$ cat config.mk
export PLATFORM = sky130hd
export DESIGN_NAME = uart_transmitter
export DESIGN_NICKNAME = d
export VERILOG_FILES = /design/src/rtl/uart_pkg.sv /design/src/rtl/uart_tx_fifo.sv /design/src/rtl/uart_transmitter.sv
export SDC_FILE = /design/constraint.sdc
export NUM_CORES = 1
export LEC_CHECK = 0
export CAP_MARGIN = 20
export CORE_ASPECT_RATIO = 0.5
export CORE_MARGIN = 2
export CORE_UTILIZATION = 45
export DETAILED_ROUTE_END_ITERATION = 7
export PLACE_DENSITY_LB_ADDON = 0.05
export SETUP_SLACK_MARGIN = 0.15
export SLEW_MARGIN = 30
export SYNTH_ARGS = -nofsm -noshare
export SYNTH_HDL_FRONTEND = slang
export SYNTH_HIERARCHICAL = 1
export SYNTH_SLANG_ARGS = --single-unit
$ cat constraint.sdc
create_clock -name clk_50MHz -period 6.7 [get_ports clk_50MHz]
set_input_delay 1.005 -clock clk_50MHz [delete_from_list [all_inputs] [get_ports clk_50MHz]]
set_output_delay 1.005 -clock clk_50MHz [all_outputs]
set_load 0.02 [all_outputs]
$ cat src/rtl/uart_pkg.sv
// Shared UART definitions: FSM state encoding and oversampling constants,
// common to the CNC-side receiver and this transmitter.
package uart_pkg;

    typedef enum logic [1:0] {
        IDLE  = 2'b00,
        START = 2'b01,
        DATA  = 2'b10,
        STOP  = 2'b11
    } uart_state_e;

    localparam int OVERSAMPLE       = 16;
    localparam int DEFAULT_TICK_DIV = 326;

endpackage

$ cat src/rtl/uart_tx_fifo.sv
// Small synchronous FIFO buffering bytes ahead of the UART serialiser.
// Head data is combinational from storage so it is valid the cycle it is popped.
module uart_tx_fifo
    import uart_pkg::*;
#(
    parameter int DW      = 8,
    parameter int FIFO_AW = 2
) (
    input  logic               clk_50MHz,
    input  logic               reset,
    input  logic               push_i,
    input  logic [DW-1:0]      wdata_i,
    input  logic               pop_i,
    output logic [DW-1:0]      rdata_o,
    output logic               full_o,
    output logic [FIFO_AW:0]   count_o
);

    localparam int DEPTH = 2 ** FIFO_AW;
    localparam logic [FIFO_AW:0] DEPTH_C = {1'b1, {FIFO_AW{1'b0}}};

    logic [DW-1:0]      mem_q [DEPTH];
    logic [FIFO_AW-1:0] wr_ptr_q;
    logic [FIFO_AW-1:0] rd_ptr_q;
    logic [FIFO_AW:0]   count_q;
    logic               empty;
    logic               do_push;
    logic               do_pop;

    assign full_o  = (count_q == DEPTH_C);
    assign empty   = (count_q == '0);
    assign do_push = push_i && !full_o;
    assign do_pop  = pop_i && !empty;
    assign rdata_o = mem_q[rd_ptr_q];
    assign count_o = count_q;

    // NOTE: storage is deliberately not reset; pointers and count alone define which entries are valid.
    always_ff @(posedge clk_50MHz) begin
        if (do_push) begin
            mem_q[wr_ptr_q] <= wdata_i;
        end
    end

    always_ff @(posedge clk_50MHz or posedge reset) begin
        if (reset) begin
            wr_ptr_q <= '0;
            rd_ptr_q <= '0;
            count_q  <= '0;
        end else begin
            if (do_push) begin
                wr_ptr_q <= wr_ptr_q + 1'b1;
            end
            if (do_pop) begin
                rd_ptr_q <= rd_ptr_q + 1'b1;
            end
            case ({do_push, do_pop})
                2'b10:   count_q <= count_q + 1'b1;
                2'b01:   count_q <= count_q - 1'b1;
                default: count_q <= count_q;
            endcase
        end
    end

endmodule

$ cat src/rtl/uart_transmitter.sv
// 8N1 UART transmitter: valid/ready byte intake into a FIFO, 16x tick-timed
// serialiser with registered line output, matched to the CNC-side receiver.
module uart_transmitter
    import uart_pkg::*;
#(
    parameter int DBITS    = 8,
    parameter int SB_TICK  = 16,
    parameter int TICK_DIV = DEFAULT_TICK_DIV,
    parameter int FIFO_AW  = 2
) (
    input  logic             clk_50MHz,
    input  logic             reset,
    input  logic [DBITS-1:0] tx_data,
    input  logic             tx_valid,
    output logic             tx_ready,
    output logic             tx,
    output logic             busy,
    output logic             tx_done
);

    localparam int DIV_W = (TICK_DIV > 1) ? $clog2(TICK_DIV) : 1;
    localparam logic [DIV_W-1:0] DIV_LAST = DIV_W'(TICK_DIV - 1);
    localparam logic [4:0]       OS_LAST  = 5'(OVERSAMPLE - 1);
    localparam logic [4:0]       SB_LAST  = 5'(SB_TICK - 1);
    localparam logic [2:0]       BIT_LAST = 3'(DBITS - 1);

    logic [DIV_W-1:0] div_q;
    logic [DIV_W-1:0] div_d;
    logic             sample_tick;

    assign sample_tick = (div_q == DIV_LAST);
    assign div_d       = sample_tick ? '0 : div_q + 1'b1;

    always_ff @(posedge clk_50MHz or posedge reset) begin
        if (reset) begin
            div_q <= '0;
        end else begin
            div_q <= div_d;
        end
    end

    uart_state_e      state_q;
    logic [4:0]       tcnt_q;
    logic [2:0]       ncnt_q;
    logic [DBITS-1:0] shift_q;
    logic             tx_q;
    logic             busy_q;
    logic             done_q;

    logic             fifo_pop;
    logic             fifo_full;
    logic [DBITS-1:0] fifo_head;
    logic [FIFO_AW:0] fifo_count;

    // Only the IDLE->START transition consumes the head byte, so frames start on a tick.
    assign fifo_pop = (state_q == IDLE) && sample_tick && (fifo_count != '0);
    assign tx_ready = !fifo_full;

    uart_tx_fifo #(
        .DW      (DBITS),
        .FIFO_AW (FIFO_AW)
    ) u_fifo (
        .clk_50MHz (clk_50MHz),
        .reset     (reset),
        .push_i    (tx_valid),
        .wdata_i   (tx_data),
        .pop_i     (fifo_pop),
        .rdata_o   (fifo_head),
        .full_o    (fifo_full),
        .count_o   (fifo_count)
    );

    always_ff @(posedge clk_50MHz or posedge reset) begin
        if (reset) begin
            state_q <= IDLE;
            tcnt_q  <= '0;
            ncnt_q  <= '0;
            shift_q <= '0;
            tx_q    <= 1'b1;
            busy_q  <= 1'b0;
            done_q  <= 1'b0;
        end else begin
            // NOTE: done_q defaults low every clock so it can only pulse on the STOP->IDLE edge.
            done_q <= 1'b0;
            busy_q <= (state_q != IDLE);
            case (state_q)
                IDLE: begin
                    tx_q <= 1'b1;
                    if (fifo_pop) begin
                        shift_q <= fifo_head;
                        tcnt_q  <= '0;
                        state_q <= START;
                    end
                end
                START: begin
                    tx_q <= 1'b0;
                    if (sample_tick) begin
                        if (tcnt_q == OS_LAST) begin
                            tcnt_q  <= '0;
                            ncnt_q  <= '0;
                            state_q <= DATA;
                        end else begin
                            tcnt_q <= tcnt_q + 5'd1;
                        end
                    end
                end
                DATA: begin
                    tx_q <= shift_q[0];
                    if (sample_tick) begin
                        if (tcnt_q == OS_LAST) begin
                            tcnt_q  <= '0;
                            shift_q <= shift_q >> 1;
                            if (ncnt_q == BIT_LAST) begin
                                state_q <= STOP;
                            end else begin
                                ncnt_q <= ncnt_q + 3'd1;
                            end
                        end else begin
                            tcnt_q <= tcnt_q + 5'd1;
                        end
                    end
                end
                STOP: begin
                    tx_q <= 1'b1;
                    if (sample_tick) begin
                        if (tcnt_q == SB_LAST) begin
                            done_q  <= 1'b1;
                            state_q <= IDLE;
                        end else begin
                            tcnt_q <= tcnt_q + 5'd1;
                        end
                    end
                end
                default: state_q <= IDLE;
            endcase
        end
    end

    assign tx      = tx_q;
    assign busy    = busy_q;
    assign tx_done = done_q;

endmodule

# --- Yosys cells after proc, flatten, opt, wreduce, memory -nomap -nowiden ---
# Memories as Yosys holds them, arrays and structs flattened.
# Index checks and enable logic that the tools add are counted.
totals:
  in_bits: 11
  n_memories: 1
  reg_bits: 37
  latch_bits: 0
  rom_bits: 0
  out_inout_bits: 4
  ramBits: 32
  elab_cells: 91
classes:
  reduce_logical: 19
  n_eq_ne: 20
  shift: 0
  bitwise: 0
  n_div: 0
  n_addsub: 7
  mul: 0
  magnitude_cmp: 0
  n_mux: 33
memory_table:
  columns: ["memory", "words", "word_bits", "read_ports", "rd_ports_with_merged_regs", "write_ports", "line", "source"]
  rows:
  - ["u_fifo.mem_q", 4, 8, 1, 0, 1, "uart_tx_fifo.sv:22", "logic [DW-1:0] mem_q [DEPTH];"]
op_table:
  columns: ["op", "count"]
  rows:
  - ["5-bit 2-to-1 mux", 5]
  - ["8-bit 2-to-1 mux", 3]
  - ["2-bit inequality test (second input constant)", 9]
  - ["2-bit 2-to-1 mux", 8]
  - ["8-bit case mux with 2 select lines", 1]
  - ["3-bit 2-to-1 mux", 5]
  - ["5-bit case mux with 3 select lines", 1]
  - ["3-bit case mux with 2 select lines", 2]
  - ["9-bit by 1-bit adder with 9-bit output (second input constant)", 1]
  - ["9-bit equality test (second input constant)", 1]
  - ["9-bit 2-to-1 mux", 1]
  - ["2-bit case mux with 4 select lines", 1]
  - ["4-bit AND reduction", 2]
  - ["8-bit AND reduction", 1]
  - ["2-bit nonzero test", 4]
  - ["3-bit by 1-bit adder with 3-bit output (second input constant)", 2]
  - ["2-bit equality test (second input constant)", 3]
  - ["3-bit equality test (second input constant)", 2]
  - ["6-bit AND reduction", 1]
  - ["5-bit by 1-bit adder with 5-bit output (second input constant)", 1]
  - ["5-bit by 4-bit equality test with 1-bit output (second input constant)", 1]
  - ["1-bit 2-to-1 mux", 5]
  - ["2-bit by 1-bit adder with 2-bit output (second input constant)", 2]
  - ["2-bit by 1-bit equality test with 1-bit output (second input constant)", 2]
  - ["9 further kinds", 15]

# --- Longest topological paths before layout ---
# Gate-level depths: netlist of run 1.
depth:
  ltp_word: 6
  ltp_mapped: 12
  mapped_depth_nobuf: 12

# --- Hierarchy ---
# Netlist of run 1, hierarchy kept.
by_module_without_submodules:
  columns: ["module", "cells_per_inst", "area_per_inst_um2", "n_inst", "seq_area_each_um2"]
  rows:
  - ["uart_transmitter", 155, 1631.6, 1, 752.0]
  - ["uart_tx_fifo", 79, 1584.0, 1, 1136.1]

# --- Least setup slack after synthesis of run 1 ---
# Ideal clock, no wire load.
synth_timing:
  path_type: "register to register"
  from: "register div_q[1]"
  to: "register u_fifo.count_q[2], in the netlist u_fifo/count_o[2]"
  required_time_ps: 6621
  setup_ps: 79
  n_path_buf: 0
  path_slack_ps: 4413
  stages_incl_launch_ff: 13
  t_arrival_ps: 2208
  synth_period_minus_slack_ps: 2287
  path_cell_list: "dfrtp_1 inv_1 ha_1 and4bb_4 o311ai_0 nor2_1 o31a_2 ha_1 inv_1 fa_1 xor2_1 nor2_1 xor2_1"
synth_between:
  elab_chain_cells: 6
  elab_cells_between_ends: 8
  classes_between: "3 x eq/ne; 1 x mux; 4 x reduce/logical"
synth_rtl:
  columns: ["item", "line", "source"]
  rows:
  - ["start: declaration", "uart_transmitter.sv:27", "logic [DIV_W-1:0] div_q;"]
  - ["start signal: assignment", "uart_transmitter.sv:38", "div_q <= div_d;"]
  - ["9-bit equality test (*)", "uart_transmitter.sv:31", "assign sample_tick = (div_q == DIV_LAST);"]
  - ["1-bit logical AND (*) (2 in series)", "uart_transmitter.sv:56", "assign fifo_pop = (state_q == IDLE) && sample_tick && (fifo_count != '0);"]
  - ["named net fifo_pop", "uart_transmitter.sv:50", "logic fifo_pop;"]
  - ["1-bit logical AND (*)", "uart_tx_fifo.sv:33", "assign do_pop = pop_i && !empty;"]
  - ["named net u_fifo.do_pop", "uart_tx_fifo.sv:28", "logic do_pop;"]
  - ["2-bit by 1-bit equality test with 1-bit output / 2-bit equality test (equally long branches)", "uart_tx_fifo.sv:56", "case ({do_push, do_pop})"]
  - ["3-bit case mux with 2 select lines / 2-bit nonzero test (equally long branches)", null, null]
  - ["end signal: assignment", "uart_tx_fifo.sv:57", "2'b10: count_q <= count_q + 1'b1;"]
  - ["end signal: assignment", "uart_tx_fifo.sv:58", "2'b01: count_q <= count_q - 1'b1;"]
  - ["end signal: assignment", "uart_tx_fifo.sv:59", "default: count_q <= count_q;"]
  - ["end: declaration", "uart_tx_fifo.sv:25", "logic [FIFO_AW:0] count_q;"]
# Mark *: on every way through the listed nets, which the timed path passes. The rest lies on a longest branch.
# A chain may end at the register's enable or synchronous reset.

# --- Worst setup path in the final report of run 1 ---
layout_timing:
  from: "register u_fifo.count_q[0], in the netlist u_fifo/count_o[0]"
  to: "output port tx_ready"
layout_between:
  elab_chain_cells: 2
layout_rtl:
  columns: ["item", "line", "source"]
  rows:
  - ["3-bit equality test", "uart_tx_fifo.sv:30", "assign full_o = (count_q == DEPTH_C);"]
  - ["named net fifo_full", "uart_transmitter.sv:51", "logic fifo_full;"]
  - ["1-bit logical NOT", "uart_transmitter.sv:57", "assign tx_ready = !fifo_full;"]
  - ["end: declaration", "uart_transmitter.sv:15", "output logic tx_ready,"]
# The timed path passes the listed nets, and every way through them passes these cells.

==> results by group, run 1 <==
STA
  • Final min period: between 2000 and 3000 ps
  • Worst hold slack: 476.4 ps
  • Final count of pins violating max slew: 0
  • Final total negative setup slack: 0 ps
  • Worst Max-Slew Pin Slew: 771.0 ps
  • Worst setup margin: 4057 ps
  • Setup violations, final: 0
  • Portion of the clock cycle consumed by the worst path in the final layout: slightly below 40%
  • Setup repair after global routing missed its margin: no
  • Headroom to the max-slew limit: 48.60%
  • Top achievable clock speed: 0.3784 GHz
  • Final setup skew: 7.091 ps
  • Number of endpoints with negative hold slack in the final report: 0

CTS
  • H-Tree Depth: 3
  • Cell chosen for the clock root: sky130_fd_sc_hd__clkbuf_16
  • Setup repair bufs after CTS: 0
  • TritonCTS clock tree: done
  • Post-cts repair resize count: 0
  • Source-to-sink clock delay at the later pin of the worst-skew pair: 330 ps
  • CTS Hold Bufs: 0
  • CTS clk-pin slew, worst paths: 50 ps
  • Inserted Clock Buffers: 9
  • Num Clock Sinks: 69
  • Number of buffers on the longest clock path: 2

Setup path
  • Buf/Inv on CP: 2
  • Series of cell instances along the critical path: nor3b_2, inv_1, clkdlybuf4s50_1
  • Worst Path Arrival: 1640 ps
  • Worst-path fanout max: 6
  • Max stage delay on crit path: 530 ps
  • Startpoint type of the worst setup path: register
  • Gate family responsible for the most delay along the worst path: buffers and inverters
  • Master of the slowest instance on the critical path: sky130_fd_sc_hd__clkdlybuf4s50_1
  • CP Class: register to primary output
  • Required time worst endpoint: approximately 5700 ps
  • Kind of end point of the critical path: primary output

Drt
  • Final routed DRC violation total: 0
  • Number of DRC markers after the initial detailed-route iteration: 85
  • Avg Vias per Cell: 5.186
  • Final Routed Wirelength: 5.311 mm
  • Post-route antenna net violation count: 0
  • Average detailed-routed wire length per instance: about 15 um
  • Total vias in the final route: 1,815
  • Pre-Repair DR Iteration Count: 4

Synth
  • Share of synthesized flip-flops with an asynchronous set or reset: 53.62%
  • Cell variety after synth: 49
  • Basic-gate share of the synthesized area counting and, or, nand and nor cells: 10.47%
  • Share of synthesized area spent on multiplexers: 10.54%
  • Cell count after synthesis: 234
  • Synthesis warning total: 6
  • Post-Synth XOR/XNOR Area: 3.541%
  • Combinational family with the most area after synthesis: multiplexers
  • Most instantiated flip-flop cell in the synthesis netlist: sky130_fd_sc_hd__dfrtp_1
  • Synthesized flop and latch total: 69
  • Number of enable flip-flop cells after synthesis: 32
  • Net count of the mapped netlist: 263
  • Synthesized area divided by synthesized cell count: 13.74 sq um
  • Synth Cell Area: between 0.003 and 0.004 sq mm
  • Synthesized-area fraction occupied by ao, oa, aoi and oai cells: 6.109%
  • Synth Area in Adders: 7.237%
  • Sequential cell area fraction in the yosys report: between 50% and 60%

Placed design
  • Port Buf Inserts: 14
  • Placer congestion estimate: 0.7823
  • Dpl ws: ~4000 ps
  • Post-DP HPWL: roughly 3.6 mm

Floorplanning
  • Y dimension of the die: between 60 and 70 um
  • Floorplan core area: between 0.006 and 0.007 sq mm
  • Number of ports placed on the die boundary: 15
  • Starting density of the core: between 40% and 50%
  • Die X: 123.5 um
  • Die area: between 0.007 and 0.008 sq mm
  • Site Rows: 21

GRT
  • Global-route wire length before repair: around 9 mm
  • GR Overflow Total: 0
  • Maximum number of pins on one net before global-route repair: 31
  • Tot GR Track Use: 16.06%
  • Vias in the first global route: 1,874
  • Number of antenna violations at the first check in global routing: 0

Pwr
  • Power density over the cells: ~300 mW/mm^2
  • Static Leakage: roughly 1.5 nW
  • Worst supply voltage drop on vdd: 0.1762 mV

Final layout
  • Number of diodes added for antenna fixing: 0
  • Area taken by flip-flops and latches: roughly 0.0019 sq mm
  • Area taken by multi-input logic gates: 0.001219 sq mm
  • Final core occ: 54.81%
  • Synth-to-layout area growth: 15.99%
  • Total of fill cells in the finished design: 579
  • Final #Nets: 283
  • Fraction of final layout cells with drive strength greater than 1: 15.89%

Run
  • Reported max-cap violation count: 0

Run status
  • Status: finished clean

Min path
  • Worst hold path type: register to register
sequential cells by signal (all words and copies together) (netlist names), 2 cells and up:
signal / cells
div_q: 9
ncnt_q: 3
state_q: 2
u_fifo/mem_q: 32
u_fifo/rd_ptr_q: 2
shift_q: 8
u_fifo/wr_ptr_q: 2
tcnt_q: 5
u_fifo/count_o: 3
cell type report:
cell class                      count  share of cell area, %
Multi-Input combinational cell    140                  32.67
Clock inverter                      5                  1.610
Inverter                           19                  1.912
Sequential cell                    69                  50.62
Clock buffer                       10                  6.139
Timing Repair Buffer               15                  3.958
Tap cell                           92                  3.086
metal layers:
layer,up-vias,share of wire [%],track usage [%]
met2,21,45,24.18
li1,877,-,-
met5,-,0,0
met4,0,0.98,4.261
met3,5,3.7,7.232
met1,912,50,21.18
placed cells by master (no fill, tap or decap), drive strengths merged, types with 2 or more instances in the layout:
cell / n
dfrtp: 36
edfxtp: 32
inv: 20
ha: 17
nand2: 16
clkdlybuf4s50: 14
nor2: 12
mux2i: 11
clkbuf: 10
o21ai: 10
mux4: 8
and3: 8
xnor2: 7
nand3: 6
xor2: 6
and2: 6
a21oi: 4
mux2: 4
a221o: 3
nor3: 2
nand2b: 2
a211o: 2
and4bb: 2
clkinv: 2
cell usage after synthesis, types with 2 or more instances:
master	instances	area, sq um
sky130_fd_sc_hd__a21oi_1	4	20.02
sky130_fd_sc_hd__xnor2_1	7	61.31
sky130_fd_sc_hd__inv_1	19	71.32
sky130_fd_sc_hd__ha_1	17	212.7
sky130_fd_sc_hd__xor2_1	6	52.55
sky130_fd_sc_hd__mux4_2	8	180.2
sky130_fd_sc_hd__and3_2	2	15.01
sky130_fd_sc_hd__and3_1	6	37.54
sky130_fd_sc_hd__nand2b_1	2	12.51
sky130_fd_sc_hd__o21ai_0	8	40.04
sky130_fd_sc_hd__nand2_1	16	60.06
sky130_fd_sc_hd__mux2i_1	11	110.1
sky130_fd_sc_hd__nand3_1	6	30.03
sky130_fd_sc_hd__buf_2	2	10.01
sky130_fd_sc_hd__nor2_1	12	45.04
sky130_fd_sc_hd__mux2_2	2	22.52
sky130_fd_sc_hd__nor3_1	2	10.01
sky130_fd_sc_hd__and2_2	4	30.03
sky130_fd_sc_hd__a211o_1	2	17.52
sky130_fd_sc_hd__dfrtp_1	36	900.9
sky130_fd_sc_hd__edfxtp_1	32	960.9
sky130_fd_sc_hd__a221o_1	3	30.03
cells by family (layout without fill, tap and decap cells):
group | count (synthesis) | count (layout)
AO/OA/AOI/OAI | 26 | 26
XOR/XNOR | 13 | 13
adder cells (fa/ha/maj) | 18 | 18
buffers and inverters | 25 | 49
flip-flops | 69 | 69
multiplexers | 23 | 23
AND/OR/NAND/NOR | 60 | 60
final timing paths:
kind | start | end | slack, ps | depth (start not counted)
min in group asynchronous | reset | u_fifo/count_o[0] | 940 | 2
worst max register to register | div_q[1] | u_fifo/count_o[2] | 4230 | 12
worst max-delay path | u_fifo/count_o[0] | tx_ready | 4060 | 3
worst min-delay path | shift_q[0] | shift_q[0] | 480 | 2
worst min register to register | shift_q[0] | shift_q[0] | 480 | 2
max in group asynchronous | reset | tx | 5290 | 3
worst min-delay path, delay by kind of cell (launching register included):
| family | cells | cell delay, ps |
|---|---|---|
| AND/OR/NAND/NOR | 1 | 40 |
| flip-flops | 1 | 340 |
| AO/OA/AOI/OAI | 1 | 60 |
through the flow:
step                      cells  instance area (sq um)  power [mW]
after detailed placement    335                   3441      0.6793
after global placement      335                   3441      0.6708
final                       350                   3730       1.123
after floorplan             234                   3216      0.6301
after CTS                   350                   3730       1.139
after global routing        350                   3730       1.179
power breakdown:
part	total (mW)	leakage [nW]	switching, mW	internal [mW]
Sequential	0.532	0.781	0.0287	0.504
Combinational	0.137	0.621	0.0760	0.0610
Clock	0.454	0.139	0.167	0.287
Total	1.12	1.54	0.272	0.851
Note: power is estimated with default switching activity, not from simulation.
==> run 2: changes to the inputs <==
==> constraint.sdc (replaced) <==
create_clock -name clk_50MHz -period 2.7 [get_ports clk_50MHz]
set_input_delay 0.405 -clock clk_50MHz [delete_from_list [all_inputs] [get_ports clk_50MHz]]
set_output_delay 0.405 -clock clk_50MHz [all_outputs]
set_load 0.02 [all_outputs]
==> run 2 against run 1 <==
Against the previous run: power grew 140%; highest routed layer unchanged; via count shrank 0.55%; critical path depth grew 9; clock skew shrank 0.89 ps; flip-flop and latch count is the same; die area is the same; non-clock buffer count grew 2; design area grew 0.30%; core utilization grew 0.17 points; combinational power grew 150%.
==> results by group, run 2 (synthesized netlist as in run 1, its figures left out) <==
Run status
  • Status: finished clean

STA
  • Setup repair after global routing missed its margin: no
  • Final total negative setup slack: 0 ps
  • Number of endpoints with negative hold slack in the final report: 0
  • Portion of the clock cycle consumed by the worst path in the final layout: 87.60%
  • Top achievable clock speed: 0.4228 GHz
  • Final min period: about 2400 ps
  • Worst Max-Slew Pin Slew: between 600 and 700 ps
  • Final setup skew: 6.200 ps
  • Setup violations, final: 0
  • Final count of pins violating max slew: 0
  • Headroom to the max-slew limit: between 50% and 60%

CTS
  • Cell chosen for the clock root: sky130_fd_sc_hd__clkbuf_16
  • Num Clock Sinks: 69
  • TritonCTS clock tree: done
  • H-Tree Depth: 3
  • Source-to-sink clock delay at the later pin of the worst-skew pair: around 330 ps
  • Number of buffers on the longest clock path: 2
  • CTS clk-pin slew, worst paths: around 60 ps
  • Inserted Clock Buffers: 9

Floorplanning
  • Number of ports placed on the die boundary: 15
  • Floorplan core area: 0.006805 sq mm
  • Starting density of the core: 47.25%
  • Y dimension of the die: around 64 um
  • Die X: 123.5 um
  • Die area: approximately 0.0079 sq mm
  • Site Rows: 21

Drt
  • Final Routed Wirelength: 5.250 mm
  • Total vias in the final route: around 1,800
  • Final routed DRC violation total: 0
  • Pre-Repair DR Iteration Count: 4
  • Avg Vias per Cell: 5.113
  • Average detailed-routed wire length per instance: 14.87 um
  • Number of DRC markers after the initial detailed-route iteration: 108
  • Post-route antenna net violation count: 0

Final layout
  • Biggest registers after layout: u_fifo/mem_q x32, div_q x9, shift_q x8
  • Most common cell after layout, fill and taps aside: sky130_fd_sc_hd__dfrtp_1
  • Fraction of final layout cells with drive strength greater than 1: between 10% and 20%
  • Number of flip-flops in the largest register: 32
  • Total of fill cells in the finished design: ~570
  • Most frequent cells in the layout: sky130_fd_sc_hd__dfrtp_1 (36), sky130_fd_sc_hd__edfxtp_1 (32), sky130_fd_sc_hd__inv_1 (19)
  • Final #Nets: about 290
  • Count of placed standard cells in the final layout, fillers left out: 353
  • Number of diodes added for antenna fixing: 0
  • Synth-to-layout area growth: 16.34%
  • Top register by number of flip-flops: u_fifo/mem_q

GRT
  • Number of antenna violations at the first check in global routing: 0
  • GR Overflow Total: 0
  • Global-route wire length before repair: between 9 and 10 mm
  • Tot GR Track Use: between 15 and 20%
  • Vias in the first global route: 1,911
  • Maximum number of pins on one net before global-route repair: 31

Setup path
  • Max stage delay on crit path: 390 ps
  • Master of the slowest instance on the critical path: sky130_fd_sc_hd__dfrtp_1
  • Startpoint type of the worst setup path: register
  • Worst Path Arrival: 2610 ps
  • Required time worst endpoint: 2940 ps
  • Worst reg-to-reg path cell count: 12
  • Kind of end point of the critical path: register
  • CP Class: register to register
  • Worst-path fanout max: 5
  • Series of cell instances along the critical path: inv_1, ha_1, and4bb_4, o311ai_2, nor2_1, o31a_2, ha_2, inv_1, fa_1, xor2_1, nor2_1, xor2_1

Placed design
  • Placer congestion estimate: 0.7560
  • Post-DP HPWL: about 3.6 mm
  • Placed insts: 336
  • Port Buf Inserts: 14

Pwr
  • Power density over the cells: 729.0 mW/mm^2
  • Worst supply voltage drop on vdd: 0.4618 mV
  • Static Leakage: 1.540 nW

Run
  • Reported max-cap violation count: 0

Min path
  • Worst hold path type: input pin to asynchronous set/reset pin
## run 2: cell count changes in the layout (fill, tap and decap cells not counted), sizes merged
cell      change
buf           +2
bufinv        -1
clkbuf        -1
clkinv        +2
clkinvlp      +1
## run 2: through the flow
step                hold slack, ps  utilization [%]  power [mW]  area [sq um]  setup slack (ps)
floorplan                    208.4                -       1.564          3216             412.9
global placement             463.7            50.67       1.667          3448             304.8
detailed placement           473.2            50.67       1.682          3448             207.9
CTS                          352.8            54.72       2.758          3724             195.2
global route                 379.0            54.97       2.871          3741             181.8
finish                       341.4            54.97       2.727          3741             334.9
## run 2: worst paths after layout
check	slack, ps	from	to
worst min register to register	480	shift_q[5]	shift_q[5]
max in group asynchronous	1900	reset	tx
worst max-delay path	330	div_q[1]	u_fifo/count_o[2]
min in group clk_50MHz	480	shift_q[5]	shift_q[5]
worst max register to register	330	div_q[1]	u_fifo/count_o[2]
worst min-delay path	340	reset	u_fifo/wr_ptr_q[1]
## run 2: report_power, final
group          switching [mW]  internal (mW)
clock network           0.445          0.622
logic                   0.185          0.151
registers              0.0757           1.25
total                   0.706           2.02
## run 2: area by class of cell
type / count / area [sq um] / area share [%]
clock inverter: 7 / 50.05 / 1.338
clock buffer: 9 / 225.2 / 6.020
multi-input combinational: 140 / 1229 / 32.84
tap: 92 / 115.1 / 3.077
sequential: 69 / 1888 / 50.47
timing repair buffer: 17 / 162.7 / 4.348
inverter: 19 / 71.32 / 1.906
## run 2: worst max-delay path, delay by kind of cell, from the launching register on
kind | cells | cell delay [ps]
buffers and inverters | 2 | 120
AND/OR/NAND/NOR | 3 | 490
XOR/XNOR | 2 | 320
adder cells (fa/ha/maj) | 3 | 690
flip-flops | 1 | 390
AO/OA/AOI/OAI | 2 | 280
## run 2: per-layer routing
layer,global-route usage (%),up-vias,share of wire [%]
li1,-,886,-
met1,21.20,890,50
met2,24.59,21,45
met3,5.804,8,3.6
met4,5.540,0,1.4
met5,0,-,0
## run 2: repair_timing
action | in CTS | in global routing
setup buffers | 0 | 1
gates resized for setup | 0 | 3
hold buffers | 0 | 0
endpoints found under the setup margin | 0 | 1
==> run 3: changes to the inputs <==
--- a/config.mk
+++ b/config.mk
@@ -11,6 +11,7 @@
 export CORE_UTILIZATION = 45
 export DETAILED_ROUTE_END_ITERATION = 7
 export PLACE_DENSITY_LB_ADDON = 0.05
+export RECOVER_POWER = 100
 export SETUP_SLACK_MARGIN = 0.15
 export SLEW_MARGIN = 30
 export SYNTH_ARGS = -nofsm -noshare
==> run 3 against run 2 <==
Against the previous run: the flow now finishes with violations (max-capacitance violations, max-slew violations); global-route usage unchanged; register-to-register slack about the same; maximum frequency down 0.34%; design area down 1.2%; die area unchanged; flip-flop and latch count unchanged; clock power about the same; clock skew about the same; worst setup slack worse by 8.0 ps; non-clock buffer count unchanged; via count down 0.50%; power down 0.99%.
==> results by group, run 3 (synthesized netlist as in run 1, its figures left out) <==
Run status
  • Status: finished, violations left
  • Failing checks: max-capacitance violations, max-slew violations

Final layout
  • Synth-to-layout area growth: 14.90%
  • Top register by number of flip-flops: u_fifo/mem_q
  • Number of flip-flops in the largest register: 32
  • Final #Nets: 285
  • Number of diodes added for antenna fixing: 0
  • Biggest registers after layout: u_fifo/mem_q x32, div_q x9, shift_q x8
  • Fraction of final layout cells with drive strength greater than 1: 12.64%
  • Most frequent cells in the layout: sky130_fd_sc_hd__dfrtp_1 (36), sky130_fd_sc_hd__edfxtp_1 (32), sky130_fd_sc_hd__inv_1 (19)
  • Count of placed standard cells in the final layout, fillers left out: 353
  • Most common cell after layout, fill and taps aside: sky130_fd_sc_hd__dfrtp_1
  • Total of fill cells in the finished design: 580
  • Final instance area: about 0.0037 sq mm

Pwr
  • Worst supply voltage drop on vdd: 0.4623 mV
  • Power density over the cells: roughly 730 mW/mm^2
  • Static Leakage: 1.521 nW

Floorplanning
  • Die X: 123.5 um
  • Starting density of the core: 47.25%
  • Floorplan core area: 0.006805 sq mm
  • Die area: just under 0.008 sq mm
  • Number of ports placed on the die boundary: 15
  • Y dimension of the die: 63.78 um
  • Site Rows: 21

CTS
  • Source-to-sink clock delay at the later pin of the worst-skew pair: ~330 ps
  • TritonCTS clock tree: done
  • Number of buffers on the longest clock path: 2
  • Num Clock Sinks: 69
  • CTS Hold Bufs: 0
  • H-Tree Depth: 3
  • Cell chosen for the clock root: sky130_fd_sc_hd__clkbuf_16
  • CTS clk-pin slew, worst paths: 60 ps
  • Inserted Clock Buffers: 9

STA
  • Final total negative setup slack: 0 ps
  • Number of endpoints with negative hold slack in the final report: 0
  • Final min period: 2373 ps
  • Setup violations, final: 0
  • Headroom to the max-slew limit: -8.384%
  • Final setup skew: ~6.7 ps
  • Final count of pins violating max slew: 31
  • Setup repair after global routing missed its margin: no
  • Portion of the clock cycle consumed by the worst path in the final layout: 87.89%
  • Worst Max-Slew Pin Slew: 1626 ps
  • Top achievable clock speed: 0.4214 GHz

Setup path
  • Series of cell instances along the critical path: ha_1, and4bb_4, and2_0, o21ai_0, mux2_1
  • Register-to-Register Setup Slack: 330 ps
  • Max stage delay on crit path: 720 ps
  • Worst-path fanout max: 9
  • Master of the slowest instance on the critical path: sky130_fd_sc_hd__o21ai_0
  • Required time worst endpoint: 2900 ps
  • Startpoint type of the worst setup path: register
  • Worst Path Arrival: 2580 ps
  • Buf/Inv on CP: 0
  • R2r startpoint: div_q[0]
  • Kind of end point of the critical path: register
  • Worst reg-to-reg path cell count: 5
  • Worst R2R End: tcnt_q[4]
  • CP Class: register to register
  • Gate family responsible for the most delay along the worst path: compound AO/OA/AOI/OAI gates

GRT
  • Vias in the first global route: 1,911
  • Tot GR Track Use: approximately 16%
  • Maximum number of pins on one net before global-route repair: 31
  • GR Overflow Total: 0
  • Number of antenna violations at the first check in global routing: 0
  • Global-route wire length before repair: roughly 9.3 mm

Drt
  • Number of DRC markers after the initial detailed-route iteration: 101
  • Total vias in the final route: 1,796
  • Final routed DRC violation total: 0
  • Final Routed Wirelength: 5.260 mm
  • Avg Vias per Cell: approximately 5.1
  • Post-route antenna net violation count: 0
  • Average detailed-routed wire length per instance: 14.90 um
  • Pre-Repair DR Iteration Count: 4

Placed design
  • Post-DP HPWL: between 3 and 4 mm
  • Area of placed instances: roughly 0.0034 sq mm
  • Placer congestion estimate: 0.7560
  • Placed insts: 336
  • Port Buf Inserts: 14

Min path
  • Worst hold path type: input pin to asynchronous set/reset pin

Run
  • Reported max-cap violation count: 1
-- run 3: what timing repair did --
item,4_1_cts,5_1_grt
setup buffers,0,1
resized for setup,0,3
setup endpoints to repair,0,1
-- run 3: worst reg2reg max path, stage by stage (launching register included) --
cell,delay [ps]
sky130_fd_sc_hd__dfrtp_1,400
sky130_fd_sc_hd__ha_1,220
sky130_fd_sc_hd__and4bb_4,220
sky130_fd_sc_hd__and2_0,310
sky130_fd_sc_hd__o21ai_0,720
sky130_fd_sc_hd__mux2_1,390
-- run 3: stage by stage --
| stage | hold WS [ps] | util, % | worst slack (ps) | power, mW |
|---|---|---|---|---|
| 6_report | 477.0 | 54.29 | 326.9 | 2.701 |
| 3_5_place_dp | 473.2 | 50.67 | 207.9 | 1.682 |
| 2_1_floorplan | 208.4 | - | 412.9 | 1.564 |
| 4_1_cts | 352.8 | 54.72 | 195.2 | 2.758 |
| 3_3_place_gp | 463.7 | 50.67 | 304.8 | 1.667 |
| 5_1_grt | 503.5 | 54.29 | 161.0 | 2.841 |
-- run 3: layer usage --
metal	share of wire, %	global-route usage, %
met4	1.4	5.540
met3	3.7	5.804
met1	50	21.20
met2	45	24.59
met5	0	0
-- run 3: power breakdown --
group          switching, mW  total (mW)  internal [mW]
clock network          0.447        1.07          0.622
logic                  0.181       0.308          0.127
registers             0.0730        1.32           1.25
-- run 3: area by class of cell --
class	count	area (sq um)	share of cell area, %
timing repair buffer	17	155.1	4.199
sequential	69	1888	51.10
inverter	19	71.32	1.930
clock inverter	7	50.05	1.355
tap	92	115.1	3.115
clock buffer	9	225.2	6.096
multi-input combinational	140	1190	32.20
-- run 3: worst max path at each step --
stage,startpoint,to,cells past startpoint
4_1_cts,div_q[1],u_fifo/count_o[2],12
6_report,div_q[0],tcnt_q[4],5
3_5_place_dp,div_q[1],u_fifo/count_o[2],12
3_3_place_gp,div_q[1],u_fifo/count_o[2],12
2_1_floorplan,div_q[1],u_fifo/count_o[2],12
5_1_grt,reset,tcnt_q[4],3
